### src/rtl/mesm6_defines.sv
// Shared MESM-6 ALU op codes and op-code width.
`ifndef MESM6_DEFINES_SV
`define MESM6_DEFINES_SV

`define ALU_OP_WIDTH         4
`define ALU_NOP              4'd0
`define ALU_AND              4'd1
`define ALU_OR               4'd2
`define ALU_XOR              4'd3
`define ALU_SHIFT            4'd4
`define ALU_PACK             4'd5
`define ALU_UNPACK           4'd6
`define ALU_ADD_CARRY_AROUND 4'd7
`define ALU_ACX              4'd8
`define ALU_ANX              4'd9
`define ALU_FADD             4'd10

`endif

### src/rtl/mesm6_alu_ctl_pkg.sv
// Controller state encoding, default watchdog limit and typed op-code constants.
`include "mesm6_defines.sv"

package mesm6_alu_ctl_pkg;

  localparam int ALU_OP_W = `ALU_OP_WIDTH;

  localparam logic [ALU_OP_W-1:0] OP_NOP    = `ALU_NOP;
  localparam logic [ALU_OP_W-1:0] OP_AND    = `ALU_AND;
  localparam logic [ALU_OP_W-1:0] OP_OR     = `ALU_OR;
  localparam logic [ALU_OP_W-1:0] OP_XOR    = `ALU_XOR;
  localparam logic [ALU_OP_W-1:0] OP_SHIFT  = `ALU_SHIFT;
  localparam logic [ALU_OP_W-1:0] OP_PACK   = `ALU_PACK;
  localparam logic [ALU_OP_W-1:0] OP_UNPACK = `ALU_UNPACK;
  localparam logic [ALU_OP_W-1:0] OP_ARX    = `ALU_ADD_CARRY_AROUND;
  localparam logic [ALU_OP_W-1:0] OP_ACX    = `ALU_ACX;
  localparam logic [ALU_OP_W-1:0] OP_ANX    = `ALU_ANX;
  localparam logic [ALU_OP_W-1:0] OP_FADD   = `ALU_FADD;

  localparam int ALU_CTL_TIMEOUT = 15;

  typedef enum logic [1:0] {
    ST_INIT = 2'd0,
    ST_IDLE = 2'd1,
    ST_RUN  = 2'd2,
    ST_RESP = 2'd3
  } alu_ctl_state_t;

endpackage

### src/rtl/mesm6_alu_wdog.sv
// RUN-cycle watchdog: down-counter loaded on RUN entry, expires at terminal count.
module mesm6_alu_wdog
  import mesm6_alu_ctl_pkg::*;
#(
  parameter int TIMEOUT = ALU_CTL_TIMEOUT
) (
  input  logic clk,
  input  logic reset_n,
  input  logic load,
  input  logic run,
  output logic expired
);

  // Loading TIMEOUT-1 makes the TIMEOUT-th RUN cycle the one that sees zero.
  localparam logic [3:0] TC_LOAD = 4'(TIMEOUT - 1);

  logic [3:0] cnt;

  always_ff @(posedge clk or negedge reset_n) begin
    if (!reset_n) begin
      cnt <= 4'd0;
    end else if (load) begin
      cnt <= TC_LOAD;
    end else if (run && (cnt != 4'd0)) begin
      cnt <= cnt - 4'd1;
    end
  end

  assign expired = run && (cnt == 4'd0);

endmodule

### src/rtl/mesm6_alu_ctl.sv
// ALU sequencer: one command at a time into mesm6_alu, response held until taken.
// Optional RUN watchdog enabled by defining MESM6_ALU_TIMEOUT_EN.
//
// state | meaning
// INIT  | one NOP cycle after reset to clear the ALU's unreset done
// IDLE  | ready for a command; NOP commands may pulse alu_wy
// RUN   | latched op driven to the ALU, waiting for done (or timeout)
// RESP  | response held, ALU parked on NOP until rsp_ready
`include "mesm6_defines.sv"

module mesm6_alu_ctl
  import mesm6_alu_ctl_pkg::*;
#(
  parameter int TIMEOUT = ALU_CTL_TIMEOUT
) (
  input  logic                     clk,
  input  logic                     reset_n,
  input  logic                     cmd_valid,
  output logic                     cmd_ready,
  input  logic [`ALU_OP_WIDTH-1:0] cmd_op,
  input  logic                     cmd_wy,
  input  logic [47:0]              cmd_a,
  input  logic [47:0]              cmd_b,
  output logic                     rsp_valid,
  input  logic                     rsp_ready,
  output logic [47:0]              rsp_result,
  output logic [47:0]              rsp_y,
  output logic                     rsp_err,
  output logic [`ALU_OP_WIDTH-1:0] alu_op,
  output logic                     alu_wy,
  output logic [47:0]              alu_a,
  output logic [47:0]              alu_b,
  input  logic [47:0]              alu_result,
  input  logic [47:0]              alu_y,
  input  logic                     alu_done
);

  alu_ctl_state_t state, state_nx;

  logic [`ALU_OP_WIDTH-1:0] op_q;
  logic [47:0]              a_q, b_q;
  logic                     start;
  logic                     expired;

  assign start = (state == ST_IDLE) && cmd_valid && (cmd_op != OP_NOP);

`ifdef MESM6_ALU_TIMEOUT_EN
  logic err_q;

  mesm6_alu_wdog #(.TIMEOUT(TIMEOUT)) u_wdog (
    .clk     (clk),
    .reset_n (reset_n),
    .load    (start),
    .run     (state == ST_RUN),
    .expired (expired)
  );

  always_ff @(posedge clk or negedge reset_n) begin
    if (!reset_n) begin
      err_q <= 1'b0;
    end else if (state == ST_RUN) begin
      if (alu_done) err_q <= 1'b0;
      else if (expired) err_q <= 1'b1;
    end
  end

  assign rsp_err = err_q;
`else
  logic [3:0] unused_timeout;

  assign unused_timeout = 4'(TIMEOUT - 1);
  assign expired        = 1'b0;
  assign rsp_err        = 1'b0;
`endif

  always_ff @(posedge clk or negedge reset_n) begin
    if (!reset_n) state <= ST_INIT;
    else          state <= state_nx;
  end

  always_comb begin
    state_nx  = state;
    cmd_ready = 1'b0;
    rsp_valid = 1'b0;
    alu_op    = OP_NOP;
    alu_wy    = 1'b0;
    alu_a     = 48'd0;
    alu_b     = 48'd0;
    case (state)
      ST_INIT: state_nx = ST_IDLE;
      ST_IDLE: begin
        cmd_ready = 1'b1;
        alu_a     = cmd_a;
        // Y := A rides on the NOP cycle itself, so NOP/wy commands need no RUN.
        alu_wy    = cmd_valid && (cmd_op == OP_NOP) && cmd_wy;
        if (start) state_nx = ST_RUN;
      end
      ST_RUN: begin
        alu_op = op_q;
        alu_a  = a_q;
        alu_b  = b_q;
        if (alu_done || expired) state_nx = ST_RESP;
      end
      ST_RESP: begin
        rsp_valid = 1'b1;
        if (rsp_ready) state_nx = ST_IDLE;
      end
      default: state_nx = ST_INIT;
    endcase
  end

  always_ff @(posedge clk or negedge reset_n) begin
    if (!reset_n) begin
      op_q       <= OP_NOP;
      a_q        <= 48'd0;
      b_q        <= 48'd0;
      rsp_result <= 48'd0;
      rsp_y      <= 48'd0;
    end else begin
      if (start) begin
        op_q <= cmd_op;
        a_q  <= cmd_a;
        b_q  <= cmd_b;
      end
      if (state == ST_RUN) begin
        if (alu_done) begin
          rsp_result <= alu_result;
          rsp_y      <= alu_y;
        end else if (expired) begin
          rsp_result <= 48'd0;
          rsp_y      <= 48'd0;
        end
      end
    end
  end

endmodule

### config.mk
export PLATFORM = sky130hd
export DESIGN_NAME = mesm6_alu_ctl
export DESIGN_NICKNAME = d
export VERILOG_FILES = /design/src/rtl/mesm6_alu_ctl_pkg.sv /design/src/rtl/mesm6_alu_wdog.sv /design/src/rtl/mesm6_alu_ctl.sv
export VERILOG_INCLUDE_DIRS = /design/src /design/src/rtl
export SDC_FILE = /design/constraint.sdc
export NUM_CORES = 1
export LEC_CHECK = 0
export BUFFER_PORTS_ARGS = -buffer_cell sky130_fd_sc_hd__buf_4
export CELL_PAD_IN_SITES_DETAIL_PLACEMENT = 1
export CELL_PAD_IN_SITES_GLOBAL_PLACEMENT = 1
export CORE_MARGIN = 8
export CORE_UTILIZATION = 33
export CTS_BUF_LIST = sky130_fd_sc_hd__clkbuf_8
export DETAILED_ROUTE_END_ITERATION = 16
export GPL_TIMING_DRIVEN = 1
export PLACE_DENSITY_LB_ADDON = 0.1
export SLEW_MARGIN = 20
export SYNTH_ARGS = -nofsm -noshare
export SYNTH_HDL_FRONTEND = slang
export SYNTH_SLANG_ARGS = --single-unit
### constraint.sdc
create_clock -name clk -period 1.6 [get_ports clk]
set_input_delay 0.32 -clock clk [delete_from_list [all_inputs] [get_ports clk]]
set_output_delay 0.32 -clock clk [all_outputs]
set_load 0.02 [all_outputs]
==> impl_metrics.tcl, run 1 <==
set metrics [dict create \
    fin_crit_ns 2.24 \
    holdCritPathClass "input pin to flop" \
    violations "setup timing" \
    hold_violations 0 \
    post_drt_wl_per_cell_um 25.5 \
    grt_pass1_wl_um 46300 \
    endpoint_kind "output port" \
    stdcell_count 1434 \
    die_h_um 176 \
    fin_area_um2 15600 \
    syn-num-nets 809 \
    r2r_slack_ns -0.32 \
    ant_nets 0 \
    dr.pass1.iters 5 \
    drt_iter0_drc 344 \
    coreArea_um2 25300 \
    max_cap_violations 0 \
    synth_xor_area_share_pct 0 \
    outcome "finished, violations left" \
    yosys_register_bits 198 \
    ios 402 \
    min_path_cells 2 \
    drc_errors 0 \
    netlist_top_cells_area "dfrtp_1 (58%), mux2_2 (22%), mux2_4 (5.3%)" \
    avgSynthCellArea_um2 14.1 \
    seq_area_frac_synth_pct 58.3 \
    netlist_area_um2 8500 \
    crit_required_ns 1.28 \
    synth_cell_type_count 26 \
    p_leak_nw 7.63 \
    fill_cells 2426 \
    layout.nets 1296 \
    power_frac_clock_pct 11.0 \
    yosys_warnings 0 \
    synth_compound_area_share_pct 4.77 \
    clock_sinks 198 \
    antenna_found_initial 1 \
    synth_mux_area_share_pct 27.1 \
    switching_share_pct 38.5 \
    die_w_um 176 \
    start_kind "flop" \
    pre_cts_slack_ns -0.174 \
    crit_arrival_ns 1.92 \
    worst-r2r-cell-count 9 \
    grt_max_degree 40 \
    cts_tree "yes" \
    synth.top_cell.area_share_pct 58.3 \
    gp_congestion 0.734 \
    power_density_nw_per_um2 1980 \
    p_int_mw 18.9 \
    grt_pass1_vias 7510 \
    cp_max_fo 22 \
    via_count 7054 \
    fp.dieArea_um2 31200 \
    skew_ns 0.0149 \
    synthAdderAreaFrac_pct 0.442 \
    cts-root-buf "clkbuf_8" \
    rsz0062_at_grt "true" \
    synth-main-ff-cell "dfrtp_1" \
    clkTransAtPathRegs_ns 0.12 \
    finalSetupViolCount 301 \
    slew_viol_final 0 \
    portBuffers 400 \
    synth_commonest_cells "dfrtp_1 (198), mux2_2 (164), and2_1 (52)" \
    clk_latency_ns 0.48 \
    synth.largest_area_cell "dfrtp_1" \
    synth_most_common_cell "dfrtp_1" \
    synth_top_family_by_area "multiplexers" \
    dp.cells 1339 \
    min-delay-start "alu_y[29]" \
    fmax_mhz 447 \
    fin_ws_ns -0.638 \
    max-vdd-ir-drop_v 0.00125 \
    post-route-period-util_pct 140 \
    power_switching_mw 11.8 \
    synthArstFlopShare_pct 100 \
    synth_edf_count 0 \
    setup_tns_ns -109.54 \
    netlist_instances 604 \
    finalWirelength_um 36500 \
    power_frac_comb_pct 59.3 \
    place_area_um2 12500 \
    r2r-end "b_q[30]$_DFFE_PN0P_" \
    grt_overflow 0 \
    htreeDepth 4 \
    layout-drive-gt1-share_pct 80.3 \
    row_count 58 \
    initial_utilization_pct 33.7 \
    place_hpwl_um 23100 \
    synthToLayoutAreaGrowth_pct 83.1 \
    cts_buffer_depth 2 \
    seq_power_share_pct 29.7 \
    numCtsBuffers 17 \
    gr-usage-all-layers_pct 19.5 \
    critical_path_class "flop to output port" \
    r2r-start "state[1]$_DFFE_PN0P_" \
    viasPerCell 4.92 \
    min_to "rsp_y[29]$_DFFE_PN0P_" \
    synth_simple_gate_area_share_pct 6.76 \
]
==> area by class of cell <==
cell class / instances / area (um^2) / area share (%)
Multi-Input combinational cell: 364 / 4670 / 30.0
Sequential cell: 198 / 4950 / 31.8
Clock buffer: 17 / 234 / 1.50
Antenna cell: 1 / 2.50 / 0.0161
Timing Repair Buffer: 508 / 5120 / 32.9
Clock inverter: 14 / 161 / 1.04
Tap cell: 330 / 413 / 2.65
Inverter: 2 / 7.51 / 0.0482
==> logic make-up after synthesis <==
| family | count (synthesis) |
|---|---|
| compound gates | 53 |
| fa+ha+maj | 3 |
| buf+inv | 45 |
| flops | 198 |
| mux | 195 |
| other cells | 1 |
| simple gates | 109 |
==> power groups by stage <==
stage	logic [mW]	registers (mW)	clock network, mW
floorplan	6.27	10.1	0
global placement	13.1	8.76	0
detailed placement	13.3	8.89	0
CTS	15.1	8.91	3.46
global route	19.1	9.43	3.64
finish	18.2	9.14	3.39
==> layout by cell type (no fill, tap or decap), types with 2 or more instances in the layout <==
master / synthesis / routed
buf_4: 1 / 335
dfrtp_1: 198 / 198
mux2_4: 30 / 189
buf_6: 4 / 105
a22oi_2: 0 / 46
and2_4: 0 / 42
nor2_4: 0 / 29
buf_12: 0 / 26
nor2_2: 1 / 20
clkbuf_16: 0 / 19
clkbuf_8: 0 / 18
buf_8: 0 / 14
and2_1: 52 / 10
buf_16: 0 / 7
mux2_2: 164 / 5
nand2_8: 0 / 4
inv_6: 0 / 4
ha_4: 0 / 3
inv_8: 0 / 3
inv_2: 0 / 2
a22oi_1: 48 / 2
a32o_1: 2 / 2
clkinv_4: 0 / 2
clkinv_8: 0 / 2
==> flip-flops by register name (all words and copies together) (netlist names) <==
register and cells:
op_q 4, b_q 48, rsp_result 48, a_q 48, rsp_y 48, state 2
==> what timing repair did <==
item                                    CTS  global route
pin swaps                                19            10
gates resized for setup                 174           261
hold endpoints to repair                 26             0
setup buffers                            18            17
gates cloned                              8            29
endpoints found under the setup margin  298           301
hold buffers                              1             0
==> metal layers <==
| metal | GRT usage [%] | routed length (um) | vias to the layer above |
|---|---|---|---|
| li1 | - | - | 3099 |
| met1 | 21.9 | 14200 | 3633 |
| met2 | 33.9 | 18700 | 283 |
| met3 | 7.35 | 2840 | 39 |
| met4 | 6.02 | 839 | 0 |
| met5 | 0 | 0 | - |
==> metrics by stage <==
| stage | hold slack, ns | power (mW) | utilization [%] |
|---|---|---|---|
| finish | 0.0618 | 30.8 | 61.6 |
| CTS | 0.0393 | 27.5 | 55.1 |
| global placement | 0.271 | 21.9 | 49.5 |
| global route | 0.0222 | 32.1 | 61.6 |
| detailed placement | 0.273 | 22.2 | 49.5 |
| floorplan | 0.0244 | 16.4 | - |
==> worst max-delay path by stage <==
stage	startpoint	end	slack [ns]	cells past startpoint
after floorplan	state[1]$_DFFE_PN0P_	a_q[18]$_DFFE_PN0P_	-0.09	8
after global placement	state[0]$_DFFE_PN0P_	alu_a[41]	-0.14	6
after detailed placement	state[0]$_DFFE_PN0P_	alu_a[41]	-0.17	6
after CTS	state[1]$_DFFE_PN0P_	alu_a[28]	-0.58	5
after global routing	state[0]$_DFFE_PN0P_	alu_a[11]	-0.70	6
final	state[0]$_DFFE_PN0P_	alu_a[11]	-0.64	6
==> critical path: stages (launching register included) <==
cell	delay, ns
dfrtp_1	0.46
inv_2	0.12
ha_4	0.25
buf_12	0.22
a22oi_2	0.08
nor2_2	0.17
buf_6	0.14
Note: power is estimated with default switching activity, not from simulation.
==> run 2, diff against run 1 <==
--- a/config.mk
+++ b/config.mk
@@ -15,6 +15,7 @@
 export DETAILED_ROUTE_END_ITERATION = 16
 export GPL_TIMING_DRIVEN = 1
 export PLACE_DENSITY_LB_ADDON = 0.1
+export REMOVE_ABC_BUFFERS = 1
 export SLEW_MARGIN = 20
 export SYNTH_ARGS = -nofsm -noshare
 export SYNTH_HDL_FRONTEND = slang
==> impl_metrics.tcl, run 2 (same netlist as run 1, synthesis figures left out) <==
set metrics [dict create \
    grt_overflow 0 \
    cts_buffer_depth 2 \
    worst-r2r-cell-count 9 \
    final_cell_mix "buf_4 (373), dfrtp_1 (197), mux2_4 (99)" \
    path_cells "buf_4 -> ha_4 -> clkbuf_16 -> a22oi_1 -> nor2_1 -> buf_4" \
    coreArea_um2 25300 \
    r2r-start "state[1]$_DFFE_PN0P_" \
    crit_buf_inv 3 \
    post_drt_wl_per_cell_um 24.0 \
    dr.pass1.iters 4 \
    start_kind "flop" \
    multi_input_area_um2 3880 \
    crit_arrival_ns 1.90 \
    power_density_nw_per_um2 1940 \
    max-vdd-ir-drop_v 0.00104 \
    r2r-end "op_q[3]$_DFFE_PN0P_" \
    drc_errors 0 \
    via_count 6881 \
    min_path_cells 2 \
    fin_ws_ns -0.621 \
    synthToLayoutAreaGrowth_pct 72.1 \
    path_common_cell "buf_4" \
    clkTransAtPathRegs_ns 0.13 \
    place_hpwl_um 23700 \
    htreeDepth 4 \
    final_common_cell "buf_4" \
    initial_utilization_pct 33.7 \
    regArea_um2 4960 \
    min_to "rsp_result[39]$_DFFE_PN0P_" \
    fill_cells 2537 \
    numCtsBuffers 17 \
    holdCritPathClass "input pin to flop" \
    p_leak_nw 7.11 \
    ios 402 \
    hold_violations 0 \
    total_power_mw 28.4 \
    clock_sinks 198 \
    post-route-period-util_pct 139 \
    cpPeakStageDelay_ns 0.42 \
    grt_max_degree 44 \
    antenna_found_initial 2 \
    grt_pass1_wl_um 50500 \
    clk_latency_ns 0.47 \
    max_cap_violations 0 \
    slew_viol_final 0 \
    skew_ns 0.0179 \
    critical_path_class "flop to output port" \
    finalSetupViolCount 301 \
    cts-root-buf "clkbuf_8" \
    layout-drive-gt1-share_pct 73.2 \
    finalWirelength_um 34200 \
    min-delay-start "alu_result[39]" \
    die_h_um 176 \
    fin_crit_ns 2.22 \
    row_count 58 \
    violations "setup timing" \
    cts_tree "yes" \
    cp_max_fo 8 \
    setup_tns_ns -114.21 \
    drt_iter0_drc 313 \
    fmax_mhz 450 \
    critPathSlowestCell "dfrtp_1" \
    crit_required_ns 1.28 \
    outcome "finished, violations left" \
    grt_pass1_vias 7987 \
    path_delay_family "buffers and inverters" \
    die_w_um 176 \
    r2r_slack_ns -0.42 \
    layout.nets 1286 \
    endpoint_kind "output port" \
    gr-usage-all-layers_pct 21.2 \
    fp.dieArea_um2 31200 \
    viasPerCell 4.83 \
    ant_nets 0 \
    portBuffers 400 \
    rsz0062_at_grt "true" \
    gp_congestion 0.761 \
]
run 2: metrics by stage:
step	instance area [um^2]	worst slack, ns	cells	util, %	hold slack (ns)
2_1_floorplan	8290	-3.78	561	-	0.0244
3_3_place_gp	12400	-0.126	1339	49.2	0.254
3_5_place_dp	12400	-0.180	1339	49.2	0.249
4_1_cts	14400	-0.590	1417	57.2	0.0380
5_1_grt	14600	-0.711	1425	57.9	0.0415
6_report	14600	-0.621	1425	57.9	0.0718
run 2: timing repair:
item	CTS	global route
pin swaps	6	5
hold buffers	1	0
gates resized for setup	199	49
cloned	22	3
hold endpoints to repair	26	0
setup endpoints to repair	297	300
setup buffers	25	12
run 2: routing by layer:
| layer | track usage (%) | wire [um] | up-vias |
|---|---|---|---|
| met3 | 8.99 | 3560 | 36 |
| met5 | 0 | 0 | - |
| li1 | - | - | 3068 |
| met1 | 23.5 | 12700 | 3483 |
| met2 | 36.4 | 17200 | 294 |
| met4 | 6.87 | 726 | 0 |
run 2: layout make-up:
class                   count  area share, %
inverters                   2         0.0513
well taps                 330           2.82
flip-flops and latches    198           33.9
multi-input cells         361           26.5
repair buffers            501           33.9
clock inverters            13           1.09
clock buffers              18           1.69
diodes                      2         0.0342
run 2: worst register-to-register path: stages, from the launching register on:
cell and delay, ns:
dfrtp_2 0.46, inv_2 0.08, ha_4 0.30, buf_6 0.15
nand2_4 0.05, buf_4 0.13, buf_6 0.10, buf_6 0.10
or2_4 0.24, mux2_4 0.30
run 2: how the worst max path moves through the flow:
stage               cells past startpoint                 end  slack (ns)                  from
floorplan                               5  a_q[0]$_DFFE_PN0P_       -3.78  state[1]$_DFFE_PN0P_
finish                                  6           alu_a[11]       -0.62  state[0]$_DFFE_PN0P_
CTS                                     6            alu_a[7]       -0.59  state[0]$_DFFE_PN0P_
global placement                        7  a_q[1]$_DFFE_PN0P_       -0.13  state[1]$_DFFE_PN0P_
global route                            6           alu_a[13]       -0.71  state[1]$_DFFE_PN0P_
detailed placement                      7  a_q[8]$_DFFE_PN0P_       -0.18  state[1]$_DFFE_PN0P_
run 2: where the power goes:
group          switching (mW)  internal (mW)  leakage (nW)
sequential               1.53           7.52          2.36
combinational            7.21           8.71          4.54
clock                    2.04           1.36         0.204
total                    10.8           17.6          7.11
==> run 3, diff against run 2 <==
--- a/config.mk
+++ b/config.mk
@@ -10,7 +10,7 @@
 export CELL_PAD_IN_SITES_DETAIL_PLACEMENT = 1
 export CELL_PAD_IN_SITES_GLOBAL_PLACEMENT = 1
 export CORE_MARGIN = 8
-export CORE_UTILIZATION = 33
+export CORE_UTILIZATION = 35
 export CTS_BUF_LIST = sky130_fd_sc_hd__clkbuf_8
 export DETAILED_ROUTE_END_ITERATION = 16
 export GPL_TIMING_DRIVEN = 1
==> constraint.sdc (replaced) <==
create_clock -name clk -period 2.67 [get_ports clk]
set_input_delay 0.534 -clock clk [delete_from_list [all_inputs] [get_ports clk]]
set_output_delay 0.534 -clock clk [all_outputs]
set_load 0.02 [all_outputs]
==> impl_metrics.tcl, run 3 (same netlist as run 1, synthesis figures left out) <==
set metrics [dict create \
    post-route-period-util_pct 93.9 \
    finalSetupViolCount 0 \
    endpoint_kind "output port" \
    die_w_um 172 \
    ant_nets 0 \
    grt_pass1_wl_um 43000 \
    drc_errors 0 \
    max-vdd-ir-drop_v 0.000481 \
    viasPerCell 4.77 \
    r2r-start "state[1]$_DFFE_PN0P_" \
    pre_cts_slack_ns 0.478 \
    cts_tree "yes" \
    stdcell_count 1332 \
    use_met1_pct 21.3 \
    fin_area_um2 12300 \
    gr-usage-all-layers_pct 19.2 \
    fin_ws_ns 0.163 \
    start_kind "flop" \
    dp.cells 1299 \
    crit_path_start "state[0]$_DFFE_PN0P_" \
    fill_cells 2588 \
    clk_latency_ns 0.46 \
    final_common_cell "buf_4" \
    worst-r2r-cell-count 6 \
    max_cap_violations 0 \
    antenna_cells 0 \
    final_cell_mix "buf_4 (406), dfrtp_1 (198), mux2_2 (164)" \
    multi_input_area_um2 3360 \
    skew_ns 0.0238 \
    fin_util_pct 51.2 \
    use_met2_pct 32.8 \
    power_density_nw_per_um2 1160 \
    total_power_mw 14.4 \
    cts_hold_buf 0 \
    place_hpwl_um 22000 \
    layout-drive-gt1-share_pct 64.1 \
    antenna_found_initial 0 \
    cts_buffer_depth 2 \
    grt_max_degree 100 \
    clock_sinks 198 \
    coreArea_um2 24100 \
    via_count 6350 \
    fin_crit_ns 2.51 \
    endpoint "alu_a[14]" \
    ios 402 \
    slew_viol_final 0 \
    gp_congestion 0.774 \
    numCtsBuffers 17 \
    grt_pass1_vias 7100 \
    die_h_um 172 \
    layout.nets 1200 \
    cts-root-buf "clkbuf_8" \
    htreeDepth 4 \
    postCtsSetupBuffers 0 \
    busiest_layer "met2" \
    rsz0062_at_grt "false" \
    synthToLayoutAreaGrowth_pct 45.2 \
    dr.pass1.iters 4 \
    p_leak_nw 6.01 \
    cp_max_fo 50 \
    post_drt_wl_per_cell_um 21.7 \
    row_count 57 \
    hold_violations 0 \
    fp.dieArea_um2 29500 \
    outcome "finished, final reports clean" \
    initial_utilization_pct 35.3 \
    slew_headroom_pct 39.9 \
    crit_required_ns 2.14 \
    place_area_um2 11900 \
    drt_iter0_drc 319 \
    grt_overflow 0 \
    portBuffers 400 \
    tightest_slew_ns 0.902 \
    finalWirelength_um 28900 \
    clkTransAtPathRegs_ns 0.10 \
    r2r-end "a_q[3]$_DFFE_PN0P_" \
    fmax_mhz 399 \
    critical_path_class "flop to output port" \
    grt_util_met3_pct 9.59 \
    regArea_um2 4950 \
    crit_arrival_ns 1.97 \
    holdCritPathClass "input pin to async pin" \
    r2r_slack_ns 0.43 \
]
run 3: cell count changes in the layout (fill, tap and decap cells not counted), moves of 9 or more:
cell / delta
and2_4: -36
a22oi_2: -23
buf_6: -57
buf_16: -17
buf_4: +33
a22oi_1: +23
and2_1: +36
mux2_2: +69
buf_12: -33
buf_8: -9
mux2_4: -69
run 3: worst min-delay path by stage:
| stage | cells past startpoint | end |
|---|---|---|
| 4_1_cts | 1 | a_q[18]$_DFFE_PN0P_ |
| 3_5_place_dp | 1 | op_q[2]$_DFFE_PN0P_ |
| 2_1_floorplan | 0 | a_q[0]$_DFFE_PN0P_ |
| 6_report | 1 | a_q[18]$_DFFE_PN0P_ |
| 3_3_place_gp | 1 | op_q[2]$_DFFE_PN0P_ |
| 5_1_grt | 1 | a_q[18]$_DFFE_PN0P_ |
run 3: where the power goes:
group | internal (mW) | switching (mW) | leakage, nW
clock | 0.794 | 1.16 | 0.199
sequential | 4.50 | 0.755 | 2.36
combinational | 3.52 | 3.66 | 3.45
run 3: final cells by class:
type                       count  area share [%]
inverter                       2          0.0608
clock buffer                  18            2.01
sequential                   198            40.1
clock inverter                14            1.13
tap                          324            3.28
timing repair buffer         415            26.2
multi-input combinational    361            27.2
run 3: through the flow:
step	TNS, ns	hold slack, ns
global route	0	0.0845
detailed placement	0	0.484
global placement	0	0.481
CTS	0	0.0825
finish	0	0.0848
floorplan	-522.80	0.238
run 3: per-layer routing:
layer / wire (um) / share of wire [%] / vias up
li1: - / - / 2882
met1: 10500 / 36 / 3197
met2: 14500 / 50 / 254
met3: 3630 / 13 / 17
met4: 281 / 0.97 / 0
met5: 0 / 0 / -
run 3: critical path: stages, from the launching register on:
cell and delay [ns]:
dfrtp_1 0.42, inv_1 0.13, ha_4 0.23, buf_16 0.24
a22oi_1 0.10, nor2_1 0.17, buf_4 0.17
run 3: what timing repair did:
item | CTS | global route
cloned | 0 | 1
gates resized for setup | 1 | 1
endpoints found under the hold margin | 0 | 0
endpoints found under the setup margin | 31 | 30
